--- src/rtl/sma_window_ctrl.sv ---
// Window sequencer for the power-of-two SMA filter: flush, re-home, apply, prime, run.
// Optional SMA_DROP_CNT_EN adds o_drop_cnt (discarded strobes) and o_flush_done.
module sma_window_ctrl #(
    parameter int unsigned MAX_SEL    = 15,
    parameter int unsigned SETTLE_CYC = 3,
    parameter int unsigned CNT_W      = 17
) (
    input  logic               i_clk,
    input  logic               i_rst_n,
    input  logic [31:0]        i_window_sel,
    input  logic               i_update_strobe,
    input  logic signed [31:0] i_data,
    output logic [31:0]        o_window_sel,
    output logic               o_update_strobe,
    output logic signed [31:0] o_data,
    output logic               o_busy,
    output logic               o_valid
`ifdef SMA_DROP_CNT_EN
    ,
    output logic [15:0]        o_drop_cnt,
    output logic               o_flush_done
`endif
);

    typedef enum logic [2:0] {S_SETUP, S_FLUSH, S_APPLY, S_PRIME, S_RUN} state_t;

    state_t             r_state, w_state_nxt;
    logic [CNT_W-1:0]   r_cnt, w_cnt_nxt;
    logic [CNT_W-1:0]   r_ptr, w_ptr_nxt;
    logic [31:0]        r_win_sel, w_win_sel_nxt;
    logic [31:0]        r_active_sel, w_active_sel_nxt;
    logic               r_strobe, w_strobe_nxt;
    logic               r_valid, w_valid_nxt;
    logic signed [31:0] r_data, w_data_nxt;

    logic [31:0]        w_req_sel;
    logic [31:0]        w_cur_sel;
    logic [CNT_W-1:0]   w_depth, w_cur_len, w_prime_len, w_flush_len;

    assign w_req_sel   = (i_window_sel > 32'(MAX_SEL)) ? 32'(MAX_SEL) : i_window_sel;
    assign w_depth     = CNT_W'(1) << MAX_SEL;
    assign w_prime_len = CNT_W'(1) << r_active_sel;

    // Strobes issued outside FLUSH (incl. the one forwarded on a window change)
    // hit the filter while it still runs the old, active window.
    assign w_cur_sel = (r_state == S_FLUSH) ? 32'(MAX_SEL) : r_active_sel;
    assign w_cur_len = CNT_W'(1) << w_cur_sel;
    assign w_ptr_nxt = !r_strobe ? r_ptr :
                       (r_ptr == w_cur_len - CNT_W'(1)) ? '0 : r_ptr + CNT_W'(1);

    assign w_flush_len = w_depth + ((w_depth - w_ptr_nxt) & (w_depth - CNT_W'(1)));

    always_comb begin
        w_state_nxt      = r_state;
        w_cnt_nxt        = r_cnt;
        w_win_sel_nxt    = r_win_sel;
        w_active_sel_nxt = r_active_sel;
        w_strobe_nxt     = 1'b0;
        w_data_nxt       = '0;
        w_valid_nxt      = r_valid;
        case (r_state)
            S_SETUP: begin
                w_win_sel_nxt = 32'(MAX_SEL);
                if (r_cnt == CNT_W'(SETTLE_CYC - 1)) begin
                    w_state_nxt  = S_FLUSH;
                    w_cnt_nxt    = w_flush_len;
                    w_strobe_nxt = 1'b1;
                end else begin
                    w_cnt_nxt = r_cnt + CNT_W'(1);
                end
            end
            S_FLUSH: begin
                if (r_cnt == CNT_W'(1)) begin
                    w_state_nxt   = S_APPLY;
                    w_cnt_nxt     = '0;
                    w_win_sel_nxt = w_req_sel;
                end else begin
                    w_cnt_nxt    = r_cnt - CNT_W'(1);
                    w_strobe_nxt = 1'b1;
                end
            end
            S_APPLY: begin
                if (r_cnt == CNT_W'(SETTLE_CYC - 1)) begin
                    w_state_nxt      = S_PRIME;
                    w_cnt_nxt        = '0;
                    w_active_sel_nxt = r_win_sel;
                end else begin
                    w_cnt_nxt = r_cnt + CNT_W'(1);
                end
            end
            S_PRIME, S_RUN: begin
                w_strobe_nxt = i_update_strobe;
                w_data_nxt   = i_data;
                if (w_req_sel != r_active_sel) begin
                    w_state_nxt   = S_SETUP;
                    w_cnt_nxt     = '0;
                    w_win_sel_nxt = 32'(MAX_SEL);
                    w_valid_nxt   = 1'b0;
                end else if (r_state == S_PRIME && i_update_strobe) begin
                    if (r_cnt == w_prime_len - CNT_W'(1)) begin
                        w_state_nxt = S_RUN;
                        w_valid_nxt = 1'b1;
                    end
                    w_cnt_nxt = r_cnt + CNT_W'(1);
                end
            end
            default: w_state_nxt = S_SETUP;
        endcase
    end

    always_ff @(posedge i_clk or negedge i_rst_n) begin
        if (!i_rst_n) begin
            r_state      <= S_SETUP;
            r_cnt        <= '0;
            r_ptr        <= '0;
            r_win_sel    <= 32'(MAX_SEL);
            r_active_sel <= '0;
            r_strobe     <= 1'b0;
            r_data       <= '0;
            r_valid      <= 1'b0;
        end else begin
            r_state      <= w_state_nxt;
            r_cnt        <= w_cnt_nxt;
            r_ptr        <= w_ptr_nxt;
            r_win_sel    <= w_win_sel_nxt;
            r_active_sel <= w_active_sel_nxt;
            r_strobe     <= w_strobe_nxt;
            r_data       <= w_data_nxt;
            r_valid      <= w_valid_nxt;
        end
    end

    assign o_window_sel    = r_win_sel;
    assign o_update_strobe = r_strobe;
    assign o_data          = r_data;
    assign o_valid         = r_valid;
    assign o_busy          = (r_state == S_SETUP) || (r_state == S_FLUSH) || (r_state == S_APPLY);

`ifdef SMA_DROP_CNT_EN
    logic [15:0] r_drop_cnt;
    logic        r_flush_done;

    always_ff @(posedge i_clk or negedge i_rst_n) begin
        if (!i_rst_n) begin
            r_drop_cnt   <= '0;
            r_flush_done <= 1'b0;
        end else begin
            r_flush_done <= (r_state == S_FLUSH) && (w_state_nxt == S_APPLY);
            if (r_state == S_SETUP && w_state_nxt == S_FLUSH)
                r_drop_cnt <= '0;
            else if (o_busy && i_update_strobe && r_drop_cnt != '1)
                r_drop_cnt <= r_drop_cnt + 16'd1;
        end
    end

    assign o_drop_cnt   = r_drop_cnt;
    assign o_flush_done = r_flush_done;
`endif

endmodule

--- config.mk ---
export PLATFORM = sky130hd
export DESIGN_NAME = sma_window_ctrl
export DESIGN_NICKNAME = d
export VERILOG_FILES = /design/src/rtl/sma_window_ctrl.sv
export SDC_FILE = /design/constraint.sdc
export NUM_CORES = 1
export LEC_CHECK = 0
export ABC_CLOCK_PERIOD_IN_PS = 4900
export CORE_MARGIN = 2
export CORE_UTILIZATION = 41
export CTS_CLUSTER_DIAMETER = 50
export DETAILED_ROUTE_END_ITERATION = 7
export SLEW_MARGIN = 20
export SYNTH_ARGS = -nofsm -noshare
export SYNTH_HDL_FRONTEND = slang
export SYNTH_SLANG_ARGS = --single-unit
--- constraint.sdc ---
create_clock -name i_clk -period 4.9 [get_ports i_clk]
set_input_delay 1.47 -clock i_clk [delete_from_list [all_inputs] [get_ports i_clk]]
set_output_delay 1.47 -clock i_clk [all_outputs]
set_load 0.03 [all_outputs]
== After elaboration in Yosys (flattened, before gate mapping) ==
Cells that the tools add are included.

* Register bits: 135
* Latch bits: 0
* Bits in writable memories: 0
* Memory bits (read-only): 0
* Input bits: 67
* Output and inout port bits: 67
* Word-level logic and storage cells: 74
* Memories: 0

* Add/sub/neg operators: 7
* Multiply operators: 0
* Divide/modulo/power cells: 0
* Order comparisons: 1
* Equal/unequal tests: 15
* Shift-type cells: 2
* Muxes and demuxes: 27
* Bitwise operators: 0
* Reductions and logical operators: 14

{| class="wikitable"
|+ Operator list
! cell !! count
|-
| 2-to-1 mux 32 bit || 5
|-
| 2-to-1 mux 17 bit || 7
|-
| one-hot mux 32 bit (3 select lines) || 1
|-
| one-hot mux 17 bit (4 select lines) || 1
|-
| left shift 1 x 32 -> 17 bit, first input constant || 2
|-
| subtractor 17 x 1 -> 17 bit, second input constant || 3
|-
| adder 17 x 1 -> 17 bit, second input constant || 2
|-
| equality test 17 bit || 2
|-
| greater-than comparator 32 x 4 -> 1 bit, second input constant || 1
|-
| != test 32 bit || 1
|-
| 2-to-1 mux 3 bit || 6
|-
| adder 16 x 15 -> 17 bit, first input constant || 1
|-
| equality test 17 x 1 -> 1 bit, second input constant || 1
|-
| equality test 17 x 2 -> 1 bit, second input constant || 1
|-
| subtractor 1 x 15 -> 15 bit, first input constant || 1
|-
| one-hot mux 3 bit (4 select lines) || 1
|-
| equality test 3 x 2 -> 1 bit, second input constant || 2
|-
| != test 2 bit, second input constant || 3
|-
| != test 3 bit, second input constant || 2
|-
| AND reduction 3 bit || 2
|-
| 2-to-1 mux 1 bit || 5
|-
| AND reduction 5 bit || 1
|-
| AND reduction 2 bit || 2
|-
| nonzero test 2 bit || 2
|-
| 10 further kinds || 11
|}

== Depth between registers and ports, before layout ==
* Word-level depth: 11
* Mapped depth: 22
* Mapped depth without buffers: 19

== Least setup slack after synthesis ==
OpenSTA, ideal clock, no wires.

* Kind: reg2reg
* From: register r_active_sel[9]
* To: register r_cnt[4]
* Library setup time: 0.066 ns
* Arrival time: 4.186 ns
* Slack: 0.648 ns
* Stages on the path, launching flop included: 20
* Path buffers: 1
* Period minus slack after synthesis: 4.252 ns
* Cell sequence: dfrtp_1 nor4_2 nand3_1 nor3_1 nand2_1 ha_1 xnor2_1 xnor2_1 nor3_1 mux2i_1 a311o_1 nor4_4 nand4_1 a31oi_1 ha_1 clkbuf_1 nand3_1 o22a_1 nor2_1 a221o_1

* Word-level cells in the longest chain between the ends: 10
* Elaborated cells between the ends (all ways): 14

{| class="wikitable"
|+ RTL lines
! element !! RTL line !! source
|-
| start: declaration || 31 || <nowiki>logic [31:0] r_active_sel, w_active_sel_nxt;</nowiki>
|-
| start signal: assignment || 126 || <nowiki>r_active_sel <= w_active_sel_nxt;</nowiki>
|-
| 2-to-1 mux 32 bit || 46 || <nowiki>assign w_cur_sel = (r_state == S_FLUSH) ? 32'(MAX_SEL) : r_active_sel;</nowiki>
|-
| left shift 1 x 32 -> 17 bit || 47 || <nowiki>assign w_cur_len = CNT_W'(1) << w_cur_sel;</nowiki>
|-
| subtractor 17 x 1 -> 17 bit || 49 || <nowiki>(r_ptr == w_cur_len - CNT_W'(1)) ? '0 : r_ptr + CNT_W'(1);</nowiki>
|-
| equality test 17 bit || 49 ||
|-
| 2-to-1 mux 17 bit || 49 ||
|-
| 2-to-1 mux 17 bit || 48 || <nowiki>assign w_ptr_nxt = !r_strobe ? r_ptr :</nowiki>
|-
| subtractor 1 x 15 -> 15 bit || 51 || <nowiki>assign w_flush_len = w_depth + ((w_depth - w_ptr_nxt) & (w_depth - CNT_W'(1)));</nowiki>
|-
| adder 16 x 15 -> 17 bit || 51 ||
|-
| 2-to-1 mux 17 bit || 64 || <nowiki>if (r_cnt == CNT_W'(SETTLE_CYC - 1)) begin</nowiki>
|-
| one-hot mux 17 bit (4 select lines) || 61 || <nowiki>case (r_state)</nowiki>
|-
| end signal: assignment || 123 || <nowiki>r_cnt <= w_cnt_nxt;</nowiki>
|-
| end: declaration || 28 || <nowiki>logic [CNT_W-1:0] r_cnt, w_cnt_nxt;</nowiki>
|}

Parallel ways exist; a longest one is shown, timed or not.
A chain may end at the register's enable or synchronous reset.

== Worst setup path after layout ==
* From: register r_state[2]
* To: register r_cnt[10]

* Word-level cells in the longest chain between the ends: 11
* Elaborated cells between the ends (all ways): 20

{| class="wikitable"
|+ RTL lines
! element !! RTL line !! source
|-
| start: declaration || 27 || <nowiki>state_t r_state, w_state_nxt;</nowiki>
|-
| start signal: assignment || 122 || <nowiki>r_state <= w_state_nxt;</nowiki>
|-
| equality test 3 x 1 -> 1 bit || 46, 61 ||
|-
| 2-to-1 mux 32 bit || 46 ||
|-
| left shift 1 x 32 -> 17 bit || 47 ||
|-
| subtractor 17 x 1 -> 17 bit || 49 ||
|-
| equality test 17 bit || 49 ||
|-
| 2-to-1 mux 17 bit || 49 ||
|-
| 2-to-1 mux 17 bit || 48 ||
|-
| subtractor 1 x 15 -> 15 bit || 51 ||
|-
| adder 16 x 15 -> 17 bit || 51 ||
|-
| 2-to-1 mux 17 bit || 64 ||
|-
| one-hot mux 17 bit (4 select lines) || 61 ||
|}

Parallel ways exist; a longest one is shown, timed or not.

==> metrics.txt <==
total I/O pin count 134; drt via density 5.89; synthesized area per cell 9.11 um2; min Tclk post-route 4.48 ns; Starting Density 41.4%; share of layout cells above drive strength 1 12.7%; max incr delay on CP 0.47 ns; number of synthesized register bits 135; Synth Flop Type dfrtp_1; Die X 147 um; logic gate share of total power 3.2%; fmax 223 MHz; Port Buffers 133; Slew Limit Fails 0; Worst Setup SP r_state[2]; row count 52; Post-Syn Area 0.00833 mm2; Die Y-Extent 147 um; Area Growth Syn to Fin 26.7%; core area 0.0201 mm2; Max Clock Skew 0.0182 ns; RD Place Congestion 0.958; PD cells 236 mW/mm2; unrepaired setup endpoints after global routing false; actual slew at the worst max-slew pin 0.873 ns; CP startpoint kind flop; final WL 26200 um; CP max stage cell dfrtp_1; # H-tree levels 4; hold crit path type reg2reg; Synth async-reset ratio 100%; Arr. time, crit path 4.81 ns; CTS tree yes; Peak supply drop 0.195 mV; Mapped Cells 914; Hold Vio Cnt, Final 0; Seq/Total Area, Yosys 40.6%; die area 0.0215 mm2; Flop pwr share 44.7%; Routed Antenna Nets 0; Cell Chain, Critical Path or3b_1, and3_1, and3_1, nand3_1, ha_1, xnor2_1, xnor2_1, nor3_1, mux2i_1, a311o_1, nor4_4, nand4_1, a31oi_1, ha_1, nand2_1, mux2_2, or3_1, o211ai_1; critical path required time 5.24 ns; proportion of synthesized area in mux cells 5.32%; final instance count without filler cells 1310; worst r2r src r_state[2]; sw frac 23.5%; internal power 1910 uW; Overflow after GRT 0; number of flops mapped to enable cells by yosys 0; Distinct cells, synth 82; TNS Setup 0 ns; main combinational cell family by area after synthesis simple AND/OR/NAND/NOR gates; CTS buffer count 17; Yosys warnings 0; area leader, netlist dfrtp_1; Crit. End Element flop; Sw Pwr 587 uW; DR WL/cell 20.0 um; Sink Count 135; top cells by area, synth dfrtp_1, and2_1, mux2_2; violation count after the first detailed-routing iteration 671; count leader, synth dfrtp_1; Final Cycle Share 91.4%; worst hold start o_window_sel[0]; Synth Area in Simple Gates 26.6%; largest net degree at the start of global routing 89; root buf cell clkbuf_16; post-synth net total 989; worst skew pair latency 0.43 ns; setup bufs post-CTS 0; Post-Place Cells 1278; top-area cell type share of the netlist area 39.4%; DRT Pass-1 Iters 5; clock share of power 52.1%; Clock Pin Slew Worst Setup and Hold Paths 0.07 ns; synth cell count leaders dfrtp_1, nor2_1, and2_1; CTS resizes 0; adder-cell area share of the yosys netlist 1.20%; relative slew slack 41.8%; endpoints failing setup 0; crit-path max FO 10; DRC 0; dpl hpwl 18300 um; vias 7713; crit path kind reg2reg; antenna violations before repair 0; Compound-Gate Fraction of Synth Area 17.3%; Final nets 1102; Pleak 0.00446 uW; final hold slack 0.489 ns; max cap viols 0; clk buf depth 2; Synth Area in XOR/XNOR 4.73%; vias in the first global route 7515; GRT Util Overall 24.6%; Hold Buf Count CTS 0; first-pass GRT wire length 42100 um; r2r setup slk 0.42 ns; status finished clean; n_diodes 0; # fillers 1794
-- state kept, by name, summed over array words and instances, names as in the netlist --
register / flops
o_data: 32
o_update_strobe: 1
o_valid: 1
o_window_sel: 32
r_active_sel: 32
r_cnt: 17
r_ptr: 17
r_state: 3
-- worst max-delay path: cells and delay by family (launching register included) --
family,cells,cell delay (ns)
AO/OA/AOI/OAI,3,0.66
multiplexers,2,0.39
AND/OR/NAND/NOR,9,2.07
flip-flops,1,0.47
XOR/XNOR,2,0.29
adder cells (fa/ha/maj),2,0.50
-- cell type report --
class                      count  area, um2  share of cell area (%)
multi-input combinational    690       4610                    43.7
sequential                   135       3380                    32.0
timing repair buffer         164       1570                    14.8
clock buffer                  20        457                    4.33
tap                          270        338                    3.20
clock inverter                12        130                    1.23
inverter                      19       71.3                   0.676
-- metal layers --
| layer | track usage, % | routed length [um] |
|---|---|---|
| met2 | 38.6 | 12100 |
| met4 | 9.47 | 796 |
| met1 | 33.4 | 11300 |
| met3 | 5.31 | 1950 |
| met5 | 0 | 0 |
-- metrics by stage --
step	cell area, um2	power [uW]	worst slack (ns)	util (%)
after global placement	9950	1220	0.294	49.5
after global routing	10600	2580	0.0137	52.5
final	10600	2500	0.421	52.5
after CTS	10500	2530	0.351	52.4
after detailed placement	9950	1220	0.262	49.5
after floorplan	8330	1140	0.648	-
-- final timing paths --
path,cells after the start,to
hold / removal,2,o_window_sel[0]
setup / recovery,18,r_cnt[10]
hold reg to reg,2,o_window_sel[0]
setup reg to reg,18,r_cnt[10]
max in group asynchronous,2,r_active_sel[16]
min in group asynchronous,1,r_ptr[3]
-- cell families (layout without fill, tap and decap cells) --
logic type               count (synthesis)  count (layout)
AND/OR/NAND/NOR                        396             396
AO/OA/AOI/OAI                          201             201
flip-flops                             135             135
buffers and inverters                   89             215
XOR/XNOR                                45              45
multiplexers                            40              40
adder cells (fa/ha/maj)                  8               8
-- power by group through the flow --
| stage | combinational (uW) | sequential (uW) | clock, uW |
|---|---|---|---|
| 2_1_floorplan | 3.75 | 1140 | 0 |
| 3_3_place_gp | 81.8 | 1140 | 0 |
| 3_5_place_dp | 82.5 | 1140 | 0 |
| 4_1_cts | 82.7 | 1110 | 1330 |
| 5_1_grt | 89.6 | 1110 | 1380 |
| 6_report | 80.1 | 1110 | 1300 |
-- placed cells by master, fill, tap and decap left out, drive strengths merged, types with 9 or more instances in the layout --
master / n
clkdlybuf4s50: 132
dfrtp: 131
nor2: 73
and2: 72
nand2: 67
a21oi: 40
nand3: 37
mux2: 34
nor4: 33
buf: 32
o21ai: 32
xnor2: 30
inv: 27
nand4: 20
nor3: 20
clkbuf: 20
and3: 16
xor2: 15
o31ai: 13
a31oi: 13
or3: 12
a22oi: 11
and4: 9
o211ai: 9
Power figures use the tool's default switching activity.
